<file path="config.mk">
export PLATFORM = sky130hd
export DESIGN_NAME = dpram_arbiter
export DESIGN_NICKNAME = d
export VERILOG_FILES = /design/src/rtl/dpram_arbiter.sv
export SDC_FILE = /design/constraint.sdc
export NUM_CORES = 1
export LEC_CHECK = 0
export BUFFER_PORTS_ARGS = -buffer_cell sky130_fd_sc_hd__buf_2
export CORE_MARGIN = 1
export CORE_UTILIZATION = 45
export CTS_CLUSTER_DIAMETER = 30
export CTS_CLUSTER_SIZE = 24
export DETAILED_ROUTE_END_ITERATION = 8
export MAX_ROUTING_LAYER = met4
export PLACE_DENSITY_LB_ADDON = 0.25
export SKIP_LAST_GASP = 1
export SLEW_MARGIN = 20
export SYNTH_ARGS = -nofsm -noshare
export SYNTH_HDL_FRONTEND = slang
export SYNTH_SLANG_ARGS = --single-unit
</file>
<file path="constraint.sdc">
create_clock -name clk -period 3.1 [get_ports clk]
set_input_delay 0.31 -clock clk [delete_from_list [all_inputs] [get_ports clk]]
set_output_delay 0.31 -clock clk [all_outputs]
set_load 0.01 [all_outputs]
</file>
<file path="src/rtl/dpram_arbiter.sv">
// Two-requester req/ack arbiter in front of port A of a dual-port RAM (registered address, combinational dout).
// Build option: define DPRAM_ARB_FIXED_PRIO_EN for fixed priority (rq0 wins ties); default is round robin.
module dpram_arbiter #(
  parameter int  DATA_SIZE  = 64,
  parameter int  DATA_WIDTH = 8,
  localparam int ADDR_W     = $clog2(DATA_SIZE)
) (
  input  logic                  clk,
  input  logic                  rst,
  input  logic                  rq0_req,
  input  logic                  rq0_we,
  input  logic [ADDR_W-1:0]     rq0_addr,
  input  logic [DATA_WIDTH-1:0] rq0_wdata,
  output logic                  rq0_ack,
  output logic [DATA_WIDTH-1:0] rq0_rdata,
  input  logic                  rq1_req,
  input  logic                  rq1_we,
  input  logic [ADDR_W-1:0]     rq1_addr,
  input  logic [DATA_WIDTH-1:0] rq1_wdata,
  output logic                  rq1_ack,
  output logic [DATA_WIDTH-1:0] rq1_rdata,
  output logic                  ram_we,
  output logic [ADDR_W-1:0]     ram_addr_a,
  output logic [DATA_WIDTH-1:0] ram_din_a,
  input  logic [DATA_WIDTH-1:0] ram_dout_a,
  output logic                  busy
);

  typedef enum logic [1:0] {IDLE = 2'd0, ISSUE = 2'd1, CAPTURE = 2'd2} state_t;

  state_t                state_q, state_d;
  logic                  req_v     [2];
  logic                  we_v      [2];
  logic [ADDR_W-1:0]     addr_v    [2];
  logic [DATA_WIDTH-1:0] wdata_v   [2];
  logic                  ack_q     [2];
  logic [DATA_WIDTH-1:0] rdata_q   [2];
  logic [1:0]            elig;
  logic                  win_id;
  logic                  grant_en;
  logic                  capture_en;

  logic                  lat_we_q, lat_we_d;
  logic                  lat_id_q, lat_id_d;
  logic [ADDR_W-1:0]     lat_addr_q, lat_addr_d;
  logic [DATA_WIDTH-1:0] lat_wdata_q, lat_wdata_d;

  assign req_v[0]   = rq0_req;
  assign req_v[1]   = rq1_req;
  assign we_v[0]    = rq0_we;
  assign we_v[1]    = rq1_we;
  assign addr_v[0]  = rq0_addr;
  assign addr_v[1]  = rq1_addr;
  assign wdata_v[0] = rq0_wdata;
  assign wdata_v[1] = rq1_wdata;

  // A requester whose ack is showing this cycle is masked so one access never gets two grants.
  generate
    for (genvar gi = 0; gi < 2; gi++) begin : g_elig
      assign elig[gi] = req_v[gi] & ~ack_q[gi];
    end
  endgenerate

  assign grant_en = (state_q == IDLE) && (elig != 2'b00);

`ifdef DPRAM_ARB_FIXED_PRIO_EN
  assign win_id = ~elig[0];
`else
  logic last_q, last_d;

  assign win_id = (elig == 2'b11) ? ~last_q : ~elig[0];
  assign last_d = capture_en ? lat_id_q : last_q;

  always_ff @(posedge clk) begin
    if (rst) last_q <= 1'b1;
    else     last_q <= last_d;
  end
`endif

  always_comb begin
    lat_we_d    = lat_we_q;
    lat_id_d    = lat_id_q;
    lat_addr_d  = lat_addr_q;
    lat_wdata_d = lat_wdata_q;
    if (grant_en) begin
      lat_we_d    = we_v[win_id];
      lat_id_d    = win_id;
      lat_addr_d  = addr_v[win_id];
      lat_wdata_d = wdata_v[win_id];
    end
  end

  always_ff @(posedge clk) begin
    if (rst) begin
      lat_we_q    <= 1'b0;
      lat_id_q    <= 1'b0;
      lat_addr_q  <= '0;
      lat_wdata_q <= '0;
    end else begin
      lat_we_q    <= lat_we_d;
      lat_id_q    <= lat_id_d;
      lat_addr_q  <= lat_addr_d;
      lat_wdata_q <= lat_wdata_d;
    end
  end

  always_ff @(posedge clk) begin
    if (rst) state_q <= IDLE;
    else     state_q <= state_d;
  end

  always_comb begin
    state_d = state_q;
    case (state_q)
      IDLE:    if (elig != 2'b00) state_d = ISSUE;
      ISSUE:   state_d = CAPTURE;
      CAPTURE: state_d = IDLE;
      default: state_d = IDLE;
    endcase
  end

  // The RAM address always follows the latch, so only the write strobe depends on state.
  always_comb begin
    ram_we     = 1'b0;
    capture_en = 1'b0;
    busy       = 1'b1;
    case (state_q)
      IDLE:    busy = 1'b0;
      ISSUE:   ram_we = lat_we_q & ~rst;
      CAPTURE: capture_en = 1'b1;
      default: busy = 1'b1;
    endcase
  end

  assign ram_addr_a = lat_addr_q;
  assign ram_din_a  = lat_wdata_q;

  generate
    for (genvar gi = 0; gi < 2; gi++) begin : g_resp
      logic hit;
      assign hit = capture_en && (lat_id_q == 1'(gi));

      always_ff @(posedge clk) begin
        if (rst) begin
          ack_q[gi]   <= 1'b0;
          rdata_q[gi] <= '0;
        end else begin
          ack_q[gi] <= hit;
          if (hit) rdata_q[gi] <= ram_dout_a;
        end
      end
    end
  endgenerate

  assign rq0_ack   = ack_q[0];
  assign rq1_ack   = ack_q[1];
  assign rq0_rdata = rdata_q[0];
  assign rq1_rdata = rdata_q[1];

endmodule
</file>
# Word level (Yosys, flattened, before mapping)
# Memory sizes are Yosys's and may differ from the RTL's.
# Cells that the tools add are included.
# word_totals
ff_bits,19
latch_bits,0
mem_bits_rw,18
rom_bits,0
inputBits,42
out_inout_bits,34
word_cells,60
n_memories,2
# op_classes
add_sub_neg,0
n_mul,0
n_div,0
n_lt_le_gt_ge,1
n_eq_ne,4
shifts,0
mux,28
n_bitwise,14
reduce_logical,5
# mem_list
name,words,word_bits,rd,rd_ports_with_merged_regs,write_ports,line_no,text
rdata_q,2,8,2,0,2,37,logic [DATA_WIDTH-1:0] rdata_q [2];
ack_q,2,1,2,0,2,36,logic ack_q [2];
# ops
op,n
8-bit 2-to-1 mux,5
1-bit 2-to-1 mux,18
6-bit 2-to-1 mux,3
1-bit NOT,6
"2-bit equality test, second input constant",2
1-bit OR,4
2-bit one-hot mux with 2 select lines,1
1-bit bitwise AND,3
1-bit logical AND,3
"2-bit by 1-bit equality test with 1-bit output, second input constant",1
"2-bit >= comparator, second input constant",1
2-bit logical NOT,1
2-bit 2-to-1 mux,1
"2-bit by 1-bit inequality test with 1-bit output, second input constant",1
1-bit NOT with 2-bit output,1
2-bit nonzero test,1

# Depth between registers and ports, before layout
# logic_depth
ltp_word,8
depth_mapped,6
ltp_nobuf,3

# Least setup slack after synthesis
# OpenSTA, ideal clock, no wires.
# synth_timing
path_kind,in2reg
start,input rst
end,"memory rdata_q[0][0], enable pin"
setup_time_ps,326
arrival_time_ps,1262
required_time_ps,2774
setup_slack_ps,1512
cell_stages,3
n_path_buf,2
path_cell_list,buf_1 -> buf_1 -> a21o_1
# synth_lines
element,line_no,text
start: declaration,9,"input logic rst,"
end: declaration,37,

==> run summary <==
maximum cell stage delay along the critical path = 0.70 ns
via count of the first global-routing pass = 1,377
largest family of logic cells by synthesized area = compound AO/OA/AOI/OAI gates
Critical path buffers and inverters = 0
placer's final routability congestion estimate = 0.751
shortest period the worst path allows = 1.95 ns
total number of yosys warnings = 0
Crit Path Class = flip-flop to flip-flop
biggest area contributors in the synthesized netlist = sky130_fd_sc_hd__edfxtp_1 27%, sky130_fd_sc_hd__dfxtp_1 23%, sky130_fd_sc_hd__a221oi_1 11%, sky130_fd_sc_hd__and3b_1 7.3%, sky130_fd_sc_hd__a221oi_2 6.7%
Max Cap Violations = 0
largest area contributor in the synthesized netlist = sky130_fd_sc_hd__edfxtp_1
Max-Slew Margin vs Limit = 38.5%
Die Area = 4270 µm²
Peak Freq = 0.512 GHz
Synth Area per Inst = 11.1 µm²
share of post-route cells with drive strength above 1 = 39.8%
compound-cell area share of the yosys netlist = 23.6%
hold buffer count at cts = 0
Reg clk slew, reported paths = 0.07 ns
iteration count of the initial detailed-routing pass = 4
top library cells by usage in the layout, fill and taps aside = 75 x sky130_fd_sc_hd__buf_2, 22 x sky130_fd_sc_hd__a221oi_1, 21 x sky130_fd_sc_hd__dfxtp_1
DRC violations left = 0
synthesized-area fraction occupied by and/or/nand/nor cells = 17.6%
post-route total power = 1190 µW
number of ports placed on the die boundary = 76
final routed wire length divided by cell count = 14.1 µm
routed vias = 1,505
Critical Path, Cell by Cell = nand2b_1 -> a21o_1 -> a221oi_1
number of enable-type register cells in the synthesized netlist = 16
worst hold slack after final layout = 0.291 ns
critical path's slowest cell = sky130_fd_sc_hd__a21o_1
multi-input logic area = 743 µm²
placeable core area = 3740 µm²
die width = 65.3 µm
final worst-path cycle share = 63.0%
nets@finish = 272
Final Max Slew Viols = 0
Mapped Nets = 205
routed via count divided by cell count = 5.39
cell at the root of the clock tree = sky130_fd_sc_hd__clkbuf_8
largest net degree at the start of global routing = 32
placed wire-length estimate after detailed placement = 2.65 mm
multiplexer share of the synthesized area = 0%
number of synthesized register bits = 37
WP data arrival = 2.09 ns
adder-cell share of the synthesized area = 0%
required time of the worst setup path = 3.23 ns
Final ANT Viol Nets = 0
Storage cell area = 901 µm²
Chip Height = 65.3 µm
aggregate negative setup slack = 0 ns
final number of setup-violating endpoints = 0
number of H-tree levels = 2
initial antenna violation count = 0
wire length reported by the detailed router = 3.94 mm
slew at the pin with the worst max-slew slack = 0.918 ns
endpoint class of the critical path = flip-flop
final hold violations = 0
clock latency of the later-clocked register in the worst-skew pair = 0.29 ns
Async S/R FF share, synth = 0%
Clock Tree Buf Depth = 2
number of rows created at floorplan = 22
XOR/XNOR share of the synthesized area = 0%
initial detailed-routing violation count = 96
setup repair after global routing missed its margin = false
Global Route Usage Sum = 20.7%
Synth Flop Type = sky130_fd_sc_hd__dfxtp_1
leading cell type in the layout, fill and taps excluded = sky130_fd_sc_hd__buf_2
worst ir drop on vdd = 0.317 mV
Setup crit start kind = flip-flop
antenna cells = 0
first-pass GRT wire length = 6.44 mm
cell area after synthesis = 1810 µm²
number of unique standard cell types used by synthesis = 25
CTS Buf Count = 5
sequential cell area fraction in the yosys report = 49.9%
worst clock skew = 0.00757 ns
run status = finished clean
aggregate global routing overflow = 0
worst-path maximum fanout = 17
number of inserted filler cells in the final layout = 354
cell family contributing the most delay on the critical path = compound AO/OA/AOI/OAI gates
CTS tree = yes
leakage = 0.00102 µW
count of input and output buffers = 75
number of cells upsized or downsized after cts = 0
post-synthesis instance total = 163
Starting Density = 48.2%
number of buffers added for setup after CTS = 0
area growth from synthesis to final layout = 25.0%
share of Yosys cell area claimed by the top area cell type = 26.6%
ratio of total power to cell area = 526 nW/µm²
path type of the worst min-delay path = input port to flip-flop
number of clock sinks = 37
layout make-up:
cell class / count / area share (%)
clock inverter: 3 / 1.83
timing repair buffer: 76 / 17.0
multi-input combinational: 94 / 32.9
sequential: 37 / 39.9
clock buffer: 5 / 3.05
tap: 48 / 2.66
inverter: 16 / 2.66
registers in the layout (all words and copies together) (netlist names):
register,count
lat_id_q,1
lat_we_q,1
last_q,1
state_q,2
ram_addr_a,6
ack_q,2
rdata_q,16
ram_din_a,8
worst paths after layout:
path	cells past startpoint	end	slack (ns)	startpoint
min	3	ram_din_a[0]	0.29	rq1_wdata[0]
max reg2reg	3	ram_addr_a[5]	1.15	ack_q[1]
max	3	ram_addr_a[5]	1.15	ack_q[1]
min reg2reg	2	ram_addr_a[1]	0.46	ram_addr_a[1]
kinds of logic after synthesis:
kind of cell | count (synthesis)
and+or+nand+nor | 44
AOI/OAI and AO/OA | 50
DFF | 37
buffers and inverters | 32
worst min-delay path, delay by kind of cell:
family / cells / cell delay (ns)
compound gates: 2 / 0.13
buf+inv: 1 / 0.09
report_power, final:
part	internal, µW	switching [µW]	total (µW)
sequential	548	18.7	567
clock	237	167	404
combinational	96.2	119	215
total	881	305	1190
metrics by stage:
step / setup slack [ns] / utilization [%] / instances / area, µm²
2_1_floorplan: 1.51 / - / 163 / 1810
5_1_grt: 1.02 / 60.3 / 279 / 2260
3_5_place_dp: 1.16 / 57.4 / 271 / 2150
3_3_place_gp: 1.22 / 57.4 / 271 / 2150
4_1_cts: 1.15 / 60.3 / 279 / 2260
6_report: 1.15 / 60.3 / 279 / 2260
synthesized netlist by cell type (2+ instances only):
library cell,n
sky130_fd_sc_hd__nand2b_1,2
sky130_fd_sc_hd__clkbuf_1,8
sky130_fd_sc_hd__dfxtp_1,21
sky130_fd_sc_hd__a221oi_1,22
sky130_fd_sc_hd__buf_6,3
sky130_fd_sc_hd__and3b_1,15
sky130_fd_sc_hd__edfxtp_1,16
sky130_fd_sc_hd__nor3_1,3
sky130_fd_sc_hd__o21ai_0,15
sky130_fd_sc_hd__inv_1,16
sky130_fd_sc_hd__and2_1,17
sky130_fd_sc_hd__a221oi_2,8
sky130_fd_sc_hd__buf_1,2
sky130_fd_sc_hd__a21o_1,4
routing by layer:
layer / GRT usage [%] / part of all wire (%) / vias to the layer above
met5: - / 0 / -
li1: - / - / 743
met3: 4.34 / 4.9 / 7
met4: 8.42 / 1.7 / 0
met1: 27.0 / 46 / 707
met2: 31.3 / 47 / 48
No activity file was read; power rests on OpenSTA's default activity.
